<file path="config.mk">
export PLATFORM = sky130hd
export DESIGN_NAME = led_pattern_driver_flat
export DESIGN_NICKNAME = d
export VERILOG_FILES = /design/src/rtl/led_pattern_if.sv /design/src/rtl/led_pattern_driver.sv /design/src/flat_wrapper.sv
export SDC_FILE = /design/constraint.sdc
export NUM_CORES = 1
export LEC_CHECK = 0
export ABC_AREA = 1
export BUFFER_PORTS_ARGS = -buffer_cell sky130_fd_sc_hd__buf_2
export CAP_MARGIN = 20
export CORE_MARGIN = 10
export CORE_UTILIZATION = 30
export DETAILED_ROUTE_END_ITERATION = 10
export GPL_TIMING_DRIVEN = 0
export MAX_ROUTING_LAYER = met4
export PLACE_DENSITY_LB_ADDON = 0.2
export SYNTH_ARGS = -nofsm -noshare
export SYNTH_HDL_FRONTEND = slang
export SYNTH_SLANG_ARGS = --single-unit
</file>
<file path="constraint.sdc">
create_clock -name clk -period 2.76 [get_ports clk]
set_input_delay 0.138 -clock clk [delete_from_list [all_inputs] [get_ports clk]]
set_output_delay 0.138 -clock clk [all_outputs]
set_load 0.05 [all_outputs]
</file>
<file path="src/rtl/led_pattern_if.sv">
// LED driver control bundle: level-sampled mode/duty in, LED drive and timebase pulse out.
interface led_pattern_if #(
    parameter int N_LEDS   = 3,
    parameter int PWM_BITS = 4
);
    logic [2*N_LEDS-1:0]        mode;
    logic [PWM_BITS*N_LEDS-1:0] duty;
    logic [N_LEDS-1:0]          led;
    logic                       tick;

    modport master (output mode, output duty, input led, input tick);
    modport slave  (input mode, input duty, output led, output tick);
endinterface

</file>
<file path="src/rtl/led_pattern_driver.sv">
// Multi-channel LED driver: off / on / blink / PWM per channel, shared blink prescaler.
// Optional PWM dimming is built only when LED_PATTERN_PWM_EN is defined; otherwise mode 11 acts as steady on.

module led_pattern_chan (
    input  logic       clk,
    input  logic       reset,
    input  logic [1:0] i_mode,
    input  logic [1:0] i_mode_prev,
    input  logic       i_tick,
    input  logic       i_pwm_on,
    output logic       o_led
);
    logic r_ph;
    logic r_led;
    logic w_entry;
    logic w_ph_nxt;
    logic w_led_nxt;

    assign w_entry = (i_mode == 2'b10) && (i_mode_prev != 2'b10);

    always_comb begin
        w_ph_nxt  = r_ph;
        w_led_nxt = 1'b0;
        // Entry beats a coincident tick so every blink starts lit.
        if (w_entry)
            w_ph_nxt = 1'b1;
        else if (i_tick)
            w_ph_nxt = ~r_ph;
        case (i_mode)
            2'b00:   w_led_nxt = 1'b0;
            2'b01:   w_led_nxt = 1'b1;
            2'b10:   w_led_nxt = w_ph_nxt;
            default: w_led_nxt = i_pwm_on;
        endcase
    end

    always_ff @(posedge clk or posedge reset) begin
        if (reset) begin
            r_ph  <= 1'b0;
            r_led <= 1'b0;
        end else begin
            r_ph  <= w_ph_nxt;
            r_led <= w_led_nxt;
        end
    end

    assign o_led = r_led;
endmodule

module led_pattern_driver #(
    parameter int N_LEDS   = 3,
    parameter int TICK_DIV = 5_000_000,
    parameter int PWM_BITS = 4
) (
    input  logic          clk,
    input  logic          reset,
    led_pattern_if.slave  bus
);
    localparam int            CW  = $clog2(TICK_DIV);
    localparam logic [CW-1:0] TOP = CW'(TICK_DIV - 1);

    logic [2*N_LEDS-1:0] r_mode_m;
    logic [2*N_LEDS-1:0] r_mode_s;
    logic [2*N_LEDS-1:0] r_mode_p;
    logic [CW-1:0]       r_presc;
    logic                w_tick;
    logic [N_LEDS-1:0]   w_pwm_on;
    logic [N_LEDS-1:0]   w_led;

    // Two-flop synchroniser plus one more stage to detect blink entry.
    always_ff @(posedge clk or posedge reset) begin
        if (reset) begin
            r_mode_m <= '0;
            r_mode_s <= '0;
            r_mode_p <= '0;
        end else begin
            r_mode_m <= bus.mode;
            r_mode_s <= r_mode_m;
            r_mode_p <= r_mode_s;
        end
    end

    always_ff @(posedge clk or posedge reset) begin
        if (reset)
            r_presc <= '0;
        else if (r_presc == TOP)
            r_presc <= '0;
        else
            r_presc <= r_presc + 1'b1;
    end

    assign w_tick   = (r_presc == TOP);
    assign bus.tick = w_tick;

`ifdef LED_PATTERN_PWM_EN
    logic [PWM_BITS*N_LEDS-1:0] r_duty_m;
    logic [PWM_BITS*N_LEDS-1:0] r_duty_s;
    logic [PWM_BITS-1:0]        r_pwm;

    always_ff @(posedge clk or posedge reset) begin
        if (reset) begin
            r_duty_m <= '0;
            r_duty_s <= '0;
            r_pwm    <= '0;
        end else begin
            r_duty_m <= bus.duty;
            r_duty_s <= r_duty_m;
            r_pwm    <= r_pwm + 1'b1;
        end
    end

    for (genvar gi = 0; gi < N_LEDS; gi++) begin : g_pwm
        assign w_pwm_on[gi] = (r_pwm < r_duty_s[PWM_BITS*gi +: PWM_BITS]);
    end
`else
    assign w_pwm_on = '1;
`endif

    for (genvar gi = 0; gi < N_LEDS; gi++) begin : g_chan
        led_pattern_chan u_chan (
            .clk         (clk),
            .reset       (reset),
            .i_mode      (r_mode_s[2*gi +: 2]),
            .i_mode_prev (r_mode_p[2*gi +: 2]),
            .i_tick      (w_tick),
            .i_pwm_on    (w_pwm_on[gi]),
            .o_led       (w_led[gi])
        );
    end

    assign bus.led = w_led;
endmodule

</file>
<file path="src/flat_wrapper.sv">
// flat-port wrapper written by rule: the top's interface ports become plain ports
module led_pattern_driver_flat 
#(
    parameter int N_LEDS   = 3,
    parameter int TICK_DIV = 5_000_000,
    parameter int PWM_BITS = 4
)
  (clk, reset, bus_mode, bus_duty, bus_led, bus_tick);
  led_pattern_if #(.N_LEDS(N_LEDS), .PWM_BITS(PWM_BITS)) bus_i ();
  input  logic clk;
  input  logic reset;
  input wire logic [$bits(bus_i.mode)-1:0] bus_mode;
  input wire logic [$bits(bus_i.duty)-1:0] bus_duty;
  output wire logic [$bits(bus_i.led)-1:0] bus_led;
  output wire logic [$bits(bus_i.tick)-1:0] bus_tick;
  assign bus_i.mode = bus_mode;
  assign bus_i.duty = bus_duty;
  assign bus_led = bus_i.led;
  assign bus_tick = bus_i.tick;
  led_pattern_driver #(.N_LEDS(N_LEDS), .TICK_DIV(TICK_DIV), .PWM_BITS(PWM_BITS)) u_core (.clk(clk), .reset(reset), .bus(bus_i));
endmodule
</file>
# After elaboration in Yosys (flattened, before gate mapping)
# Cells that the tools add are included.
# totals
ff_bits	47
input_bits	20
out_inout_bits	4
elab_cells	37
# op_classes
addsub	1
n_eq_ne	7
n_mux	10
bitwise_logic	3
n_reduce_logical	6
# ops
cell	n
$add 23x1->23 const B	1
$eq 23x23->1 const B	1
$mux 23	1
$eq 2x2->1 const B	3
$logic_not 2->1	3
$mux 1	6
$ne 2x2->1 const B	3
$pmux 1 s2	3
$logic_and 1x1->1	3
$not 1->1	3

# Depth between registers and ports, before layout
# depth
word_depth	4
mapped_depth	9
ltp_nobuf	9

# Modules after synthesis
# From an unflattened synthesis, not the netlist that was laid out.
# hier_totals
hier_cells	279
hier_area_um2	2309.7
# modules_own_cells
module	instances	cells_per_inst	area_per_inst_um2	seq_area_each_um2
led_pattern_driver	1	228	1971.9	1026.0
led_pattern_chan	3	17	112.6	50.0

# Worst setup path after synthesis
# OpenSTA, ideal clock, no wires.
# synth_path
path_kind	reg2reg
startpoint	register u_core.r_presc[0]
endpoint	register u_core.r_presc[18]
setup_time_ns	0.120
arrival_ns	1.241
required_ns	2.640
setup_slack_ns	1.399
stages_incl_launch_ff	9
synth_period_minus_slack_ns	1.361
path_cell_list	dfrtp_1 ha_1 nand3_2 nor2_4 nand2_4 nor2_4 nand2_1 nor2_1 nor3b_2
# synth_via
elab_chain_len	2
word_cells_on_any_way	3
# synth_lines
item	line	text
start, declared	led_pattern_driver.sv:65	logic [CW-1:0] r_presc;
start signal, assigned	led_pattern_driver.sv:89	r_presc <= r_presc + 1'b1;
$add 23x1->23 / $eq 23x23->1 (equally long branches)	led_pattern_driver.sv:89, led_pattern_driver.sv:86	
$mux 23 *	led_pattern_driver.sv:86	else if (r_presc == TOP)
# Mark *: on every way between the ends. The rest lies on a longest branch, timed or not.

# Worst setup path in the final report
# layout_path
startpoint	register u_core.r_presc[0]
endpoint	output port bus_tick
# layout_via
elab_chain_len	1
# layout_lines
item	line	text
$eq 23x23->1	led_pattern_driver.sv:92	assign w_tick = (r_presc == TOP);
end, declared	flat_wrapper.sv:15	output wire logic [$bits(bus_i.tick)-1:0] bus_tick;
# Every way passes these cells.

==> results by group <==
Outcome
  • Status: complete, no violations

Placed design
  • # placed instances: 351
  • DP HPWL: 3140 µm
  • IO buf count: 11
  • Placed Area: around 2400 µm²
  • GP Congestion: 0.809

Synthesis
  • Largest family of logic cells by synthesized area: simple AND/OR/NAND/NOR gates
  • Mapped Area: 2180 µm²
  • Yosys cell types: 21
  • Synthesized instance count: 243
  • Multiplexer share of the synthesized area: 0%
  • Fraction of registers with async set/reset: 100%
  • Syn Nets: 264
  • Post-synthesis xor/xnor area fraction: 6.84%
  • Number of synthesized flops with an enable pin: 0
  • Most frequent cell after synthesis: nand2_1
  • Synth area leader: dfrtp_1
  • Flops & latches, synth: 47
  • Post-synthesis compound-gate area fraction: 1.03%
  • Commonest cells in the netlist: nand2_1, dfrtp_1, nor2_1
  • Yosys top cell area share: 54.0%
  • Ys flop type: dfrtp_1
  • Synth area leaders: dfrtp_1, nand2_1, nor2_1
  • Adder-Cell Fraction of Synth Area: 0.575%
  • Seq/Total Area, Yosys: about 54%
  • Synth Warn #: 0
  • Post-Synth Simple-Gate Area: 29.6%
  • Synth Area per Inst: 8.96 µm²

Timing
  • Final hold vios: 0
  • Slew Limit Fails: 0
  • Tmin final: 1730 ps
  • Tcrit/Tclk final: between 60% and 70%
  • RSZ-0062 raised after global routing: false
  • Final setup violation count: 0
  • Max Fclk: 580 MHz
  • Slew of the pin with the lowest slew margin: 528 ps
  • Fin Setup TNS: 0 ps
  • Fin Clk Skew: 8.08 ps
  • Relative slew margins: 64.8%

Layout
  • Layout cells sized above 1: 18.9%
  • Area of the multi-input gates: roughly 830 µm²
  • Layout net count: between 200 and 300
  • Fill cells: 731
  • Post-Layout Inst Area: between 2000 and 3000 µm²
  • Synth-to-Final Area Change: 16.7%
  • Fin cells: 366
  • N_diodes: 0
  • Seq. cell area: 1180 µm²

Pwr
  • Peak supply drop: 0.150 mV
  • Pwr Density: between 400 and 500 nW/µm²
  • Leakage: roughly 1.2 nW

Worst setup path
  • Crit Path Max Fanout: 3
  • Slowest stage delay, CP: between 300 and 400 ps
  • Worst setup EP type: primary output
  • Critical path cell sequence: ha_1 > nand2_1 > nor2_2 > nand4_1 > inv_1 > buf_2
  • Crit path launch type: flop
  • Worst EP required: 2620 ps
  • Slowest CP cell: dfrtp_1
  • Crit path DAT: 1590 ps
  • Critical path class: reg2out

Routing
  • Routed WL: between 4000 and 5000 µm
  • Wirelength per Cell: 11.2 µm
  • Vias per inst: ~4.2
  • 1st-pass router iterations: 4
  • Final antenna-violating net count: 0
  • Vias after detailed routing: 1,525
  • DR iter-0 viols: 55
  • Drt drc: 0

Floorplan
  • Die ar.: 11,100 µm²
  • Die X: 105 µm
  • # rows: 30
  • Initial Util: about a third
  • CORE AREA: 6910 µm²
  • Number of top-level pins: 24
  • Die Span Y: 105 µm

Clock network
  • Clock Pin Slew Worst Setup and Hold Paths: 90 ps
  • Clock Latency Late Sink: 300 ps
  • Num CTS Buffers: 5
  • Bufs on Longest Clock Path: 2
  • Num Clock Sinks: 47
  • Resized Gates After CTS: 0
  • CTS H-tree depth: 2
  • Root Buffer: clkbuf_8
  • CTS tree: yes

GRT
  • Vias in the first global route: 1,540
  • Initial antenna violation count: 0
  • Overflow after GRT: 0
  • Total Routing Usage GR: 8.23%
  • Largest net degree at the start of global routing: 26
  • First-pass GRT wire length: 7220 µm

Worst hold path
  • Min-Delay Path Class: reg2reg

Run
  • Max Cap Viol: 0
-- layer usage --
| metal | share of wire [%] | wire length (µm) | vias to the layer above | global-route usage, % |
|---|---|---|---|---|
| li1 | - | - | 790 | - |
| met1 | 52 | 2150 | 710 | 10.6 |
| met2 | 43 | 1770 | 19 | 11.6 |
| met3 | 2.4 | 97 | 6 | 1.72 |
| met4 | 2.1 | 85 | 0 | 4.80 |
| met5 | 0 | 0 | - | - |
-- cell type report --
| type | instances | area share [%] |
|---|---|---|
| inverter | 40 | 5.91 |
| multi-input combinational | 153 | 32.6 |
| clock buffer | 6 | 3.25 |
| tap | 96 | 4.73 |
| buffer | 3 | 0.886 |
| timing repair buffer | 19 | 5.71 |
| clock inverter | 2 | 0.640 |
| sequential | 47 | 46.3 |
-- flip-flops by register name, summed over array words and instances (netlist names) --
| register | count |
|---|---|
| u_core.g_chan.u_chan.r_ph | 3 |
| u_core.g_chan.u_chan.o_led | 3 |
| u_core.r_presc | 23 |
| u_core.r_mode_m | 6 |
| u_core.r_mode_p | 6 |
| u_core.r_mode_s | 6 |
-- cells by family (layout without fill, tap and decap cells) --
logic type,count (synthesis),in the layout
compound gates,3,3
xor+xnor,17,17
fa+ha+maj,1,1
buf+inv,43,70
flops,47,47
simple gates,132,132
-- through the flow --
stage | hold slack, ps | total power, mW | setup WS, ps | utilization [%]
after floorplan | 169 | 0.749 | 1400 | -
after CTS | 356 | 1.22 | 1020 | 36.8
after global routing | 361 | 1.26 | 867 | 36.8
after global placement | 246 | 0.762 | 840 | 34.1
after detailed placement | 219 | 0.767 | 1120 | 34.3
final | 355 | 1.21 | 1030 | 36.8
-- worst paths after layout --
kind	slack (ps)	depth (start not counted)	startpoint	endpoint
setup reg to reg	1170	8	u_core.r_presc[0]	u_core.g_chan[0].u_chan.o_led
min in group asynchronous	410	3	reset	u_core.r_mode_p[4]
hold / removal	350	0	u_core.r_mode_m[0]	u_core.r_mode_s[0]
max in group asynchronous	1840	4	reset	u_core.r_presc[21]
hold reg to reg	350	0	u_core.r_mode_m[0]	u_core.r_mode_s[0]
setup / recovery	1030	6	u_core.r_presc[0]	bus_tick
-- worst max-delay path: cells and delay by family (launching register included) --
family | cells | cell delay, ps
buffers and inverters | 2 | 310
and+or+nand+nor | 3 | 370
adders and majority gates | 1 | 220
DFF | 1 | 380
-- layout by cell type (no fill, tap or decap) --
cell type      Yosys  layout
nand2_4            1       1
nor2_1            35      35
nor3_2             3       3
o211ai_1           3       3
nor3_1             6       6
dlygate4sd3_1      0       7
buf_4              3       3
dfrtp_1           47      47
clkinvlp_4         0       1
buf_12             0       1
nand4_1            4       4
nor2_2             4       4
inv_1             33      32
ha_1               1       1
xnor2_1            6       6
nor3b_2            1       1
nand3_2            5       5
nor2_4             3       3
clkinv_4           0       1
clkbuf_8           0       6
nand2_1           55      55
nand3_1           12      12
xor2_1            11      11
buf_2              0      11
nor3_4             1       1
nand2_2            2       2
inv_2              7       8
-- what timing repair did --
action                    in CTS  in global routing
hold buffers                   7                  0
setup buffers                  0                  0
hold endpoints to repair      30                  0
-- report_power, final --
group          switching, mW  total [mW]  internal, mW  leakage, nW
sequential           0.00539       0.709         0.704        0.574
clock                  0.244       0.449         0.205       0.0474
combinational         0.0292      0.0489        0.0197        0.585
total                  0.278        1.21         0.928         1.21
(Power assumes the default switching activity.)
